--- config.mk ---
export PLATFORM = sky130hd
export DESIGN_NAME = sr_pulse_driver
export DESIGN_NICKNAME = d
export VERILOG_FILES = /design/src/rtl/sr_pkg.sv /design/src/rtl/btn_debounce_ch.sv /design/src/rtl/sr_pulse_driver.sv
export SDC_FILE = /design/constraint.sdc
export NUM_CORES = 1
export LEC_CHECK = 0
export CORE_MARGIN = 1
export CORE_UTILIZATION = 55
export CTS_BUF_LIST = sky130_fd_sc_hd__clkbuf_8
export DETAILED_ROUTE_END_ITERATION = 12
export PLACE_DENSITY = 0.82
export REMOVE_ABC_BUFFERS = 1
export SETUP_SLACK_MARGIN = 0.5
export SYNTH_ARGS = -nofsm -noshare
export SYNTH_HDL_FRONTEND = slang
export SYNTH_SLANG_ARGS = --single-unit
--- constraint.sdc ---
create_clock -name clk -period 2.3 [get_ports clk]
set_input_delay 0.345 -clock clk [delete_from_list [all_inputs] [get_ports clk]]
set_output_delay 0.345 -clock clk [all_outputs]
set_load 0.1 [all_outputs]
--- src/rtl/sr_pkg.sv ---
// Shared types and defaults for the SR pulse driver and its button channels.
package sr_pkg;
  localparam int DEBOUNCE_CYCLES_DEF = 1000000;
  localparam int NUM_CH              = 2;   // channel 0 = set, channel 1 = reset

  typedef enum logic [1:0] {
    IDLE      = 2'd0,
    PRESSED   = 2'd1,
    RELEASING = 2'd2
  } ch_state_e;
endpackage

--- src/rtl/btn_debounce_ch.sv ---
// One pushbutton channel: 2-flop synchronizer, stable-cycle debounce counter
// and a press FSM that strobes o_evt once per accepted press.
module btn_debounce_ch
  import sr_pkg::*;
#(
  parameter int DEBOUNCE_CYCLES = DEBOUNCE_CYCLES_DEF,
  parameter int CNT_W           = 20
) (
  input  logic clk,
  input  logic rst,
  input  logic i_btn,
  output logic o_evt
);
  localparam logic [CNT_W-1:0] CNT_LAST = CNT_W'(DEBOUNCE_CYCLES - 1);

  logic [1:0]       r_sync;
  logic             r_level;
  logic [CNT_W-1:0] r_cnt;
  ch_state_e        r_state;
  ch_state_e        w_state_nxt;
  logic             r_evt;
  logic             w_evt;
  logic             w_sync;
  logic             w_differ;
  logic             w_accept;

  assign w_sync   = r_sync[1];
  assign w_differ = w_sync ^ r_level;
  assign w_accept = w_differ && (r_cnt == CNT_LAST);
  assign o_evt    = r_evt;

  always_ff @(posedge clk) begin
    if (rst) begin
      r_sync  <= 2'b00;
      r_level <= 1'b0;
      r_cnt   <= '0;
      r_state <= IDLE;
      r_evt   <= 1'b0;
    end else begin
      r_sync  <= {r_sync[0], i_btn};
      r_state <= w_state_nxt;
      r_evt   <= w_evt;
      // Any agreeing cycle restarts the stability count.
      if (!w_differ) begin
        r_cnt <= '0;
      end else if (w_accept) begin
        r_level <= w_sync;
        r_cnt   <= '0;
      end else begin
        r_cnt <= r_cnt + 1'b1;
      end
    end
  end

  // In IDLE the level is 0, so an acceptance there is always a rising one.
  always_comb begin
    w_state_nxt = r_state;
    w_evt       = 1'b0;
    case (r_state)
      IDLE: begin
        if (w_accept) begin
          w_state_nxt = PRESSED;
          w_evt       = 1'b1;
        end
      end
      PRESSED: begin
        if (w_accept)     w_state_nxt = IDLE;
        else if (!w_sync) w_state_nxt = RELEASING;
      end
      RELEASING: begin
        if (w_sync)        w_state_nxt = PRESSED;
        else if (w_accept) w_state_nxt = IDLE;
      end
      default: w_state_nxt = IDLE;
    endcase
  end
endmodule

--- src/rtl/sr_pulse_driver.sv ---
// Debounces set/reset pushbuttons and issues arbitrated one-cycle S/R pulses
// to a downstream SR latch, tracking the implied latch state on Q/Qn.
module sr_pulse_driver
  import sr_pkg::*;
#(
  parameter int DEBOUNCE_CYCLES = DEBOUNCE_CYCLES_DEF,
  parameter int CNT_W           = 20
) (
  input  logic clk,
  input  logic rst,
  input  logic btn_set,
  input  logic btn_reset,
  output logic S,
  output logic R,
  output logic Q,
  output logic Qn,
  output logic conflict
);
  logic [NUM_CH-1:0] w_btn;
  logic [NUM_CH-1:0] w_evt;
  logic              w_set_only;
  logic              w_rst_only;
  logic              r_S;
  logic              r_R;
  logic              r_Q;
  logic              r_conflict;

  assign w_btn = {btn_reset, btn_set};

  for (genvar g = 0; g < NUM_CH; g++) begin : g_ch
    btn_debounce_ch #(
      .DEBOUNCE_CYCLES(DEBOUNCE_CYCLES),
      .CNT_W          (CNT_W)
    ) u_ch (
      .clk  (clk),
      .rst  (rst),
      .i_btn(w_btn[g]),
      .o_evt(w_evt[g])
    );
  end

  assign w_set_only = w_evt[0] & ~w_evt[1];
  assign w_rst_only = w_evt[1] & ~w_evt[0];

  // Simultaneous presses cancel each other and only flag a conflict.
  always_ff @(posedge clk) begin
    if (rst) begin
      r_S        <= 1'b0;
      r_R        <= 1'b0;
      r_Q        <= 1'b0;
      r_conflict <= 1'b0;
    end else begin
      r_S        <= w_set_only;
      r_R        <= w_rst_only;
      r_conflict <= w_evt[0] & w_evt[1];
      if (w_set_only)      r_Q <= 1'b1;
      else if (w_rst_only) r_Q <= 1'b0;
    end
  end

  assign S        = r_S;
  assign R        = r_R;
  assign Q        = r_Q;
  assign Qn       = ~r_Q;
  assign conflict = r_conflict;
endmodule

==> impl_metrics.ini, run 1 <==
[worst_setup_path]
cp-startpoint = g_ch[1].u_ch.r_cnt[6]$_SDFF_PP0_
cp_num_buf_inv = 0
cp_slowest_cell = or4_4
cp-start-kind = flip-flop
critical_path.most_common_cell = or4_4
cpPeakStageDelay_ns = 0.52
crit_family = simple AND/OR/NAND/NOR gates
cp_cell_sequence = or2_4 -> or4_4 -> or4_4 -> a31oi_2
crit_required_ns = 2.54
cp_data_arrival_time_ns = 2.05
cp_max_fo = 6
regToRegStartpoint = g_ch[1].u_ch.r_cnt[6]$_SDFF_PP0_
endpoint_kind = flip-flop
criticalPathCategory = reg -> reg

[synthesis]
synthXorXnorAreaFrac = 0.08354
synth-main-ff-cell = dfxtp_1
ys_top_cells_by_area = dfxtp_1 (45%), nor2_1 (4.6%), xnor2_1 (4.2%)
synth-edff-count = 0
synth_seq_cells = 56
synth_cell_types = 37
synth_compound_area_frac = 0.09647
synth_top_area_frac = 0.4455
yosysTopAreaCell = dfxtp_1
synth.avg_cell_area_um2 = 8.706
synth_top_family_by_area = simple AND/OR/NAND/NOR gates
async_flop_share = 0
muxShareOfSynthArea = 0.003978
ys_seq_area_frac = 0.4455
synthAdderAreaFrac = 0.02486
yosys_warnings = 0
netlist_area_mm2 = 0.002516
syn-instance-count = 289
synth_simple_gate_area_share = 0.3222

[routing]
drc_errors = 0
routed_wl_um = 4890
routed_via_density = 5.860
firstDrtPassIters = 4
drt_iter0_drc = 131
vias = 2092
ant_nets = 0
wl_per_cell_um = 13.70

[clock_network]
tritoncts = yes
clk_latency_ns = 0.31
clock_sinks = 56
cts-root-buf = clkbuf_8
cts-buffers-inserted = 5
path_clk_slew_ns = 0.10
clk_path_buf_depth = 2
cts_hold_buf = 0
htreeDepth = 2

[sta]
fin_worst_skew_ns = 0.009360
setup-tns-final_ns = 0
fmax_ghz = 0.5529
final_max_slew_viol_count = 0
setup_violations = 0
period_share = 0.7863
tightest_slew_ns = 0.4102
hold_viol = 0
rsz0062_at_grt = yes
max-slew-margin-rel = 0.7194
min_period_ns = 1.809

[die]
num_rows = 24
start_util = 0.5739
core-area_mm2 = 0.004384
floorplan.die_area_mm2 = 0.004849
die-width_um = 69.64
die_h_um = 69.64
ioPinCount = 9

[global_routing]
grt_usage = 0.2006
grt_pass1_wl_um = 7997
grt_max_degree = 21
overflow = 0
grt_pass1_vias = 1901
antenna_found_initial = 0

[layout]
n_fill_cell = 345
diodes = 0
area_delta_synth_final_pct = 14.17
nets = 314
drive_above_1_share = 0.1574
design_area_mm2 = 0.002873

[outcome]
outcome = complete, no violations

[place]
portBuffers = 8
dpl.hpwl_um = 3206
detailed_place.area_mm2 = 0.002643
place_congestion = 0.8218

[job]
drv_cap = 0

[hold_path]
hp-class = reg -> reg
min-delay-start = g_ch[1].u_ch.r_sync[0]$_SDFF_PP0_

[power]
ir_drop_mv = 0.3325
power_leakage_uw = 0.0008816
powerDensity_mw_per_mm2 = 529.4
[per-layer routing]
layer  vias to the layer above  part of all wire  track usage
met5                         -                 0            0
met2                        52              0.47       0.3323
met3                         7             0.040      0.03634
met1                       961              0.48       0.2597
met4                         0             0.012      0.07778
li1                       1072                 -            -
[cell usage in the layout, fill, tap and decap left out, types with 4 or more instances in the layout]
master     n
a21oi_1   18
and2_1     5
and3_1     7
and4_1     5
buf_4     13
clkbuf_8   5
dfxtp_1   46
dfxtp_2    7
inv_1      8
nand2_1   17
nand3_1   15
nand4_1   15
nor2_1    31
nor2b_1    8
nor3_1     4
o21ai_0   13
o31ai_1    4
or3_1      7
or4_1      5
xnor2_1   12
xor2_1    12
[kinds of logic (layout without fill, tap and decap cells)]
group	count (synthesis)	in the layout
muxes	1	1
buffers and inverters	15	31
DFF	56	56
AOI/OAI and AO/OA	42	42
xor gates and xnor gates	24	24
adders and majority gates	5	5
and+or+nand+nor	146	146
[stage by stage]
stage / worst slack, ns / power (uW) / std cells / hold WS [ns] / utilization
after global routing: 0.4219 / 1560 / 357 / 0.4764 / 0.6553
final: 0.4914 / 1521 / 357 / 0.4526 / 0.6553
after detailed placement: 0.3561 / 1025 / 345 / 0.4294 / 0.6027
after global placement: 0.4130 / 1024 / 345 / 0.4219 / 0.6027
after CTS: 0.4785 / 1538 / 353 / 0.4592 / 0.6313
after floorplan: 0.3228 / 1009 / 282 / 0.4129 / -
[cells in the mapped netlist (7+ instances only)]
cell and n:
a21oi_1 18, and3_1 7, dfxtp_1 56, inv_1 8
nand2_1 18, nand3_1 17, nand4_1 15, nor2_1 31
nor2b_1 8, o21ai_0 13, or3_1 8, or4_1 7
xnor2_1 12, xor2_1 12
[area by class of cell]
type	instances	area (um^2)	area share
Tap cell	52	65.06	0.02265
Inverter	8	30.03	0.01045
Sequential cell	56	1141	0.3972
Multi-Input combinational cell	218	1428	0.4970
Timing Repair Buffer	16	127.6	0.04442
Clock buffer	5	68.82	0.02395
Clock inverter	2	12.51	0.004355
[worst paths after layout]
check | slack, ns | depth (start not counted) | end
worst max-delay path | 0.49 | 4 | g_ch[1].u_ch.r_state[0]$_SDFFE_PP0P_
worst min-delay path | 0.45 | 1 | g_ch[1].u_ch.r_sync[1]$_SDFF_PP0_
worst max register to register | 0.49 | 4 | g_ch[1].u_ch.r_state[0]$_SDFFE_PP0P_
worst min register to register | 0.45 | 1 | g_ch[1].u_ch.r_sync[1]$_SDFF_PP0_
[sequential cells by signal (all words and copies together) (netlist names)]
name / cells
g_ch.u_ch.r_cnt: 40
g_ch.u_ch.r_state: 4
g_ch.u_ch.r_sync: 4
g_ch.u_ch.o_evt: 2
g_ch.u_ch.r_level: 2
Q: 1
R: 1
S: 1
conflict: 1
[timing repair]
item                       CTS  global route
buffers inserted             1             4
setup endpoints to repair   23            40
resized for setup           11            19
pin swaps                    1             3
[report_power, final]
part	switching [uW]	internal [uW]	total, uW
clock network	311	207	518
registers	3.68	970	974
logic	15.1	13.6	28.7
total	330	1190	1520
No activity file was read; power rests on OpenSTA's default activity.
==> inputs of run 2 (changes only) <==
Clock period 2.3 ns to 1.9 ns, I/O delays scaled along.
==> impl_metrics.ini, run 2 (synthesis results as in run 1) <==
[power]
seqPwrFrac = 0.589
p_sw_frac = 0.2098
ir_drop_mv = 0.5281
power_leakage_uw = 0.001156
clkPwrFrac = 0.387
switching_power_uw = 419.9
powerDensity_mw_per_mm2 = 576.1
pwr-share-comb = 0.024
intPower_uw = 1581

[clock_network]
cts-root-buf = clkbuf_8
tritoncts = yes
htreeDepth = 2
clk_latency_ns = 0.31
cts-buffers-inserted = 5
clk_path_buf_depth = 2
clock_sinks = 56
path_clk_slew_ns = 0.10

[place]
portBuffers = 8
dpl.hpwl_um = 3372
place_congestion = 0.8255
dpl.cell_count = 356
place_ws_ns = 0.07418

[die]
ioPinCount = 9
num_rows = 24
die_h_um = 69.64
die-width_um = 69.64
floorplan.die_area_mm2 = 0.004849
core-area_mm2 = 0.004384
start_util = 0.5739

[worst_setup_path]
reg2reg_slack_ns = 0.1
crit_required_ns = 2.15
r2r_cells = 4
cp_data_arrival_time_ns = 2.05
worstReg2RegEnd = g_ch[1].u_ch.r_state[0]$_SDFFE_PP0P_
endpoint_kind = flip-flop
cp-start-kind = flip-flop
criticalPathCategory = reg -> reg
regToRegStartpoint = g_ch[1].u_ch.r_cnt[6]$_SDFF_PP0_
cp_max_fo = 2

[global_routing]
grt_usage = 0.2751
busiest_layer = met2
overflow = 0
grt_max_degree = 21
grt_pass1_vias = 2417
gr-usage-met2 = 0.4854
use_met1 = 0.3006
use_met3 = 0.05523
antenna_found_initial = 0
grt_pass1_wl_um = 10740

[job]
drv_cap = 0

[routing]
vias = 2544
wl_per_cell_um = 20.29
routed_via_density = 6.523
firstDrtPassIters = 5
ant_nets = 0
drc_errors = 0
drt_iter0_drc = 213
routed_wl_um = 7913

[layout]
final_cell_mix = dfxtp_1 (33), buf_4 (32), dfxtp_2 (20)
largest_reg_flops = 40
nets = 346
layout_commonest_cell = dfxtp_1
reg_top3 = g_ch.u_ch.r_cnt (40), g_ch.u_ch.r_state (4), g_ch.u_ch.r_sync (4)
top_register = g_ch.u_ch.r_cnt
drive_above_1_share = 0.4083
area_delta_synth_final_pct = 38.04
fin_cells = 390
diodes = 0

[hold_path]
whs_path_depth = 1
min-delay-start = g_ch[0].u_ch.r_sync[0]$_SDFF_PP0_
hp-class = reg -> reg
min_to = g_ch[0].u_ch.r_sync[1]$_SDFF_PP0_

[sta]
final_max_slew_viol_count = 0
rsz0062_at_grt = yes
setup_violations = 0
hold_viol = 0
tightest_slew_ns = 0.4942
fin_worst_skew_ns = 0.009123
setup-tns-final_ns = 0
max-slew-margin-rel = 0.6700
min_period_ns = 1.802
fin_ws_ns = 0.09786
period_share = 0.9485
fmax_ghz = 0.5549

[outcome]
outcome = complete, no violations
## run 2: worst max-delay path by stage
stage          slack [ns]                        startpoint  depth (start not counted)                                   end
6_report              0.1  g_ch[1].u_ch.r_cnt[6]$_SDFF_PP0_                          4  g_ch[1].u_ch.r_state[0]$_SDFFE_PP0P_
3_3_place_gp         0.09  g_ch[1].u_ch.r_cnt[0]$_SDFF_PP0_                          5  g_ch[1].u_ch.r_state[0]$_SDFFE_PP0P_
5_1_grt              0.06  g_ch[1].u_ch.r_cnt[6]$_SDFF_PP0_                          4  g_ch[1].u_ch.r_state[0]$_SDFFE_PP0P_
3_5_place_dp         0.07  g_ch[1].u_ch.r_cnt[0]$_SDFF_PP0_                          5  g_ch[1].u_ch.r_state[0]$_SDFFE_PP0P_
4_1_cts              0.24  g_ch[1].u_ch.r_cnt[6]$_SDFF_PP0_                          4  g_ch[1].u_ch.r_state[0]$_SDFFE_PP0P_
2_1_floorplan       -0.02                    Q$_SDFFE_PP0P_                          1                                    Qn
## run 2: repair_timing
action                     in CTS  in global routing
cloned                          1                  0
pin swaps                      29                 22
hold buffers                    0                  0
setup endpoints to repair      48                 48
gates resized for setup        74                 48
setup buffers                  16                  9
## run 2: area by class of cell
class | instances | area, um^2
Clock buffer | 5 | 68.82
Timing Repair Buffer | 48 | 427.9
Inverter | 8 | 30.03
Tap cell | 52 | 65.06
Clock inverter | 3 | 38.79
Sequential cell | 56 | 1157
Fill cell | 238 | 910.9
Multi-Input combinational cell | 218 | 1685
## run 2: layer usage
layer	wire length [um]	vias up
met5	0	-
met1	2880	1186
met2	4056	171
met4	449	0
met3	526	54
li1	-	1133
## run 2: power by group through the flow
stage	Sequential (uW)	Combinational, uW	Clock [uW]
final	1180	48.0	774
after global routing	1180	50.7	809
after CTS	1180	40.5	775
after detailed placement	1210	34.9	0
after global placement	1210	34.3	0
after floorplan	1210	13.3	0
## run 2: critical path: stages, from the launching register on
cell and delay [ns]:
dfxtp_2 0.33, or2_1 0.27, or4_4 0.52, or4_4 0.44, a31oi_4 0.18
## run 2: through the flow
stage | util | total power, uW | hold WS (ns) | instance area, um^2
after floorplan | - | 1221 | 0.3541 | 2487
after global placement | 0.6244 | 1243 | 0.4220 | 2738
after detailed placement | 0.6244 | 1244 | 0.4315 | 2738
after CTS | 0.7323 | 1993 | 0.4584 | 3211
after global routing | 0.7922 | 2039 | 0.4641 | 3473
final | 0.7922 | 2001 | 0.4615 | 3473
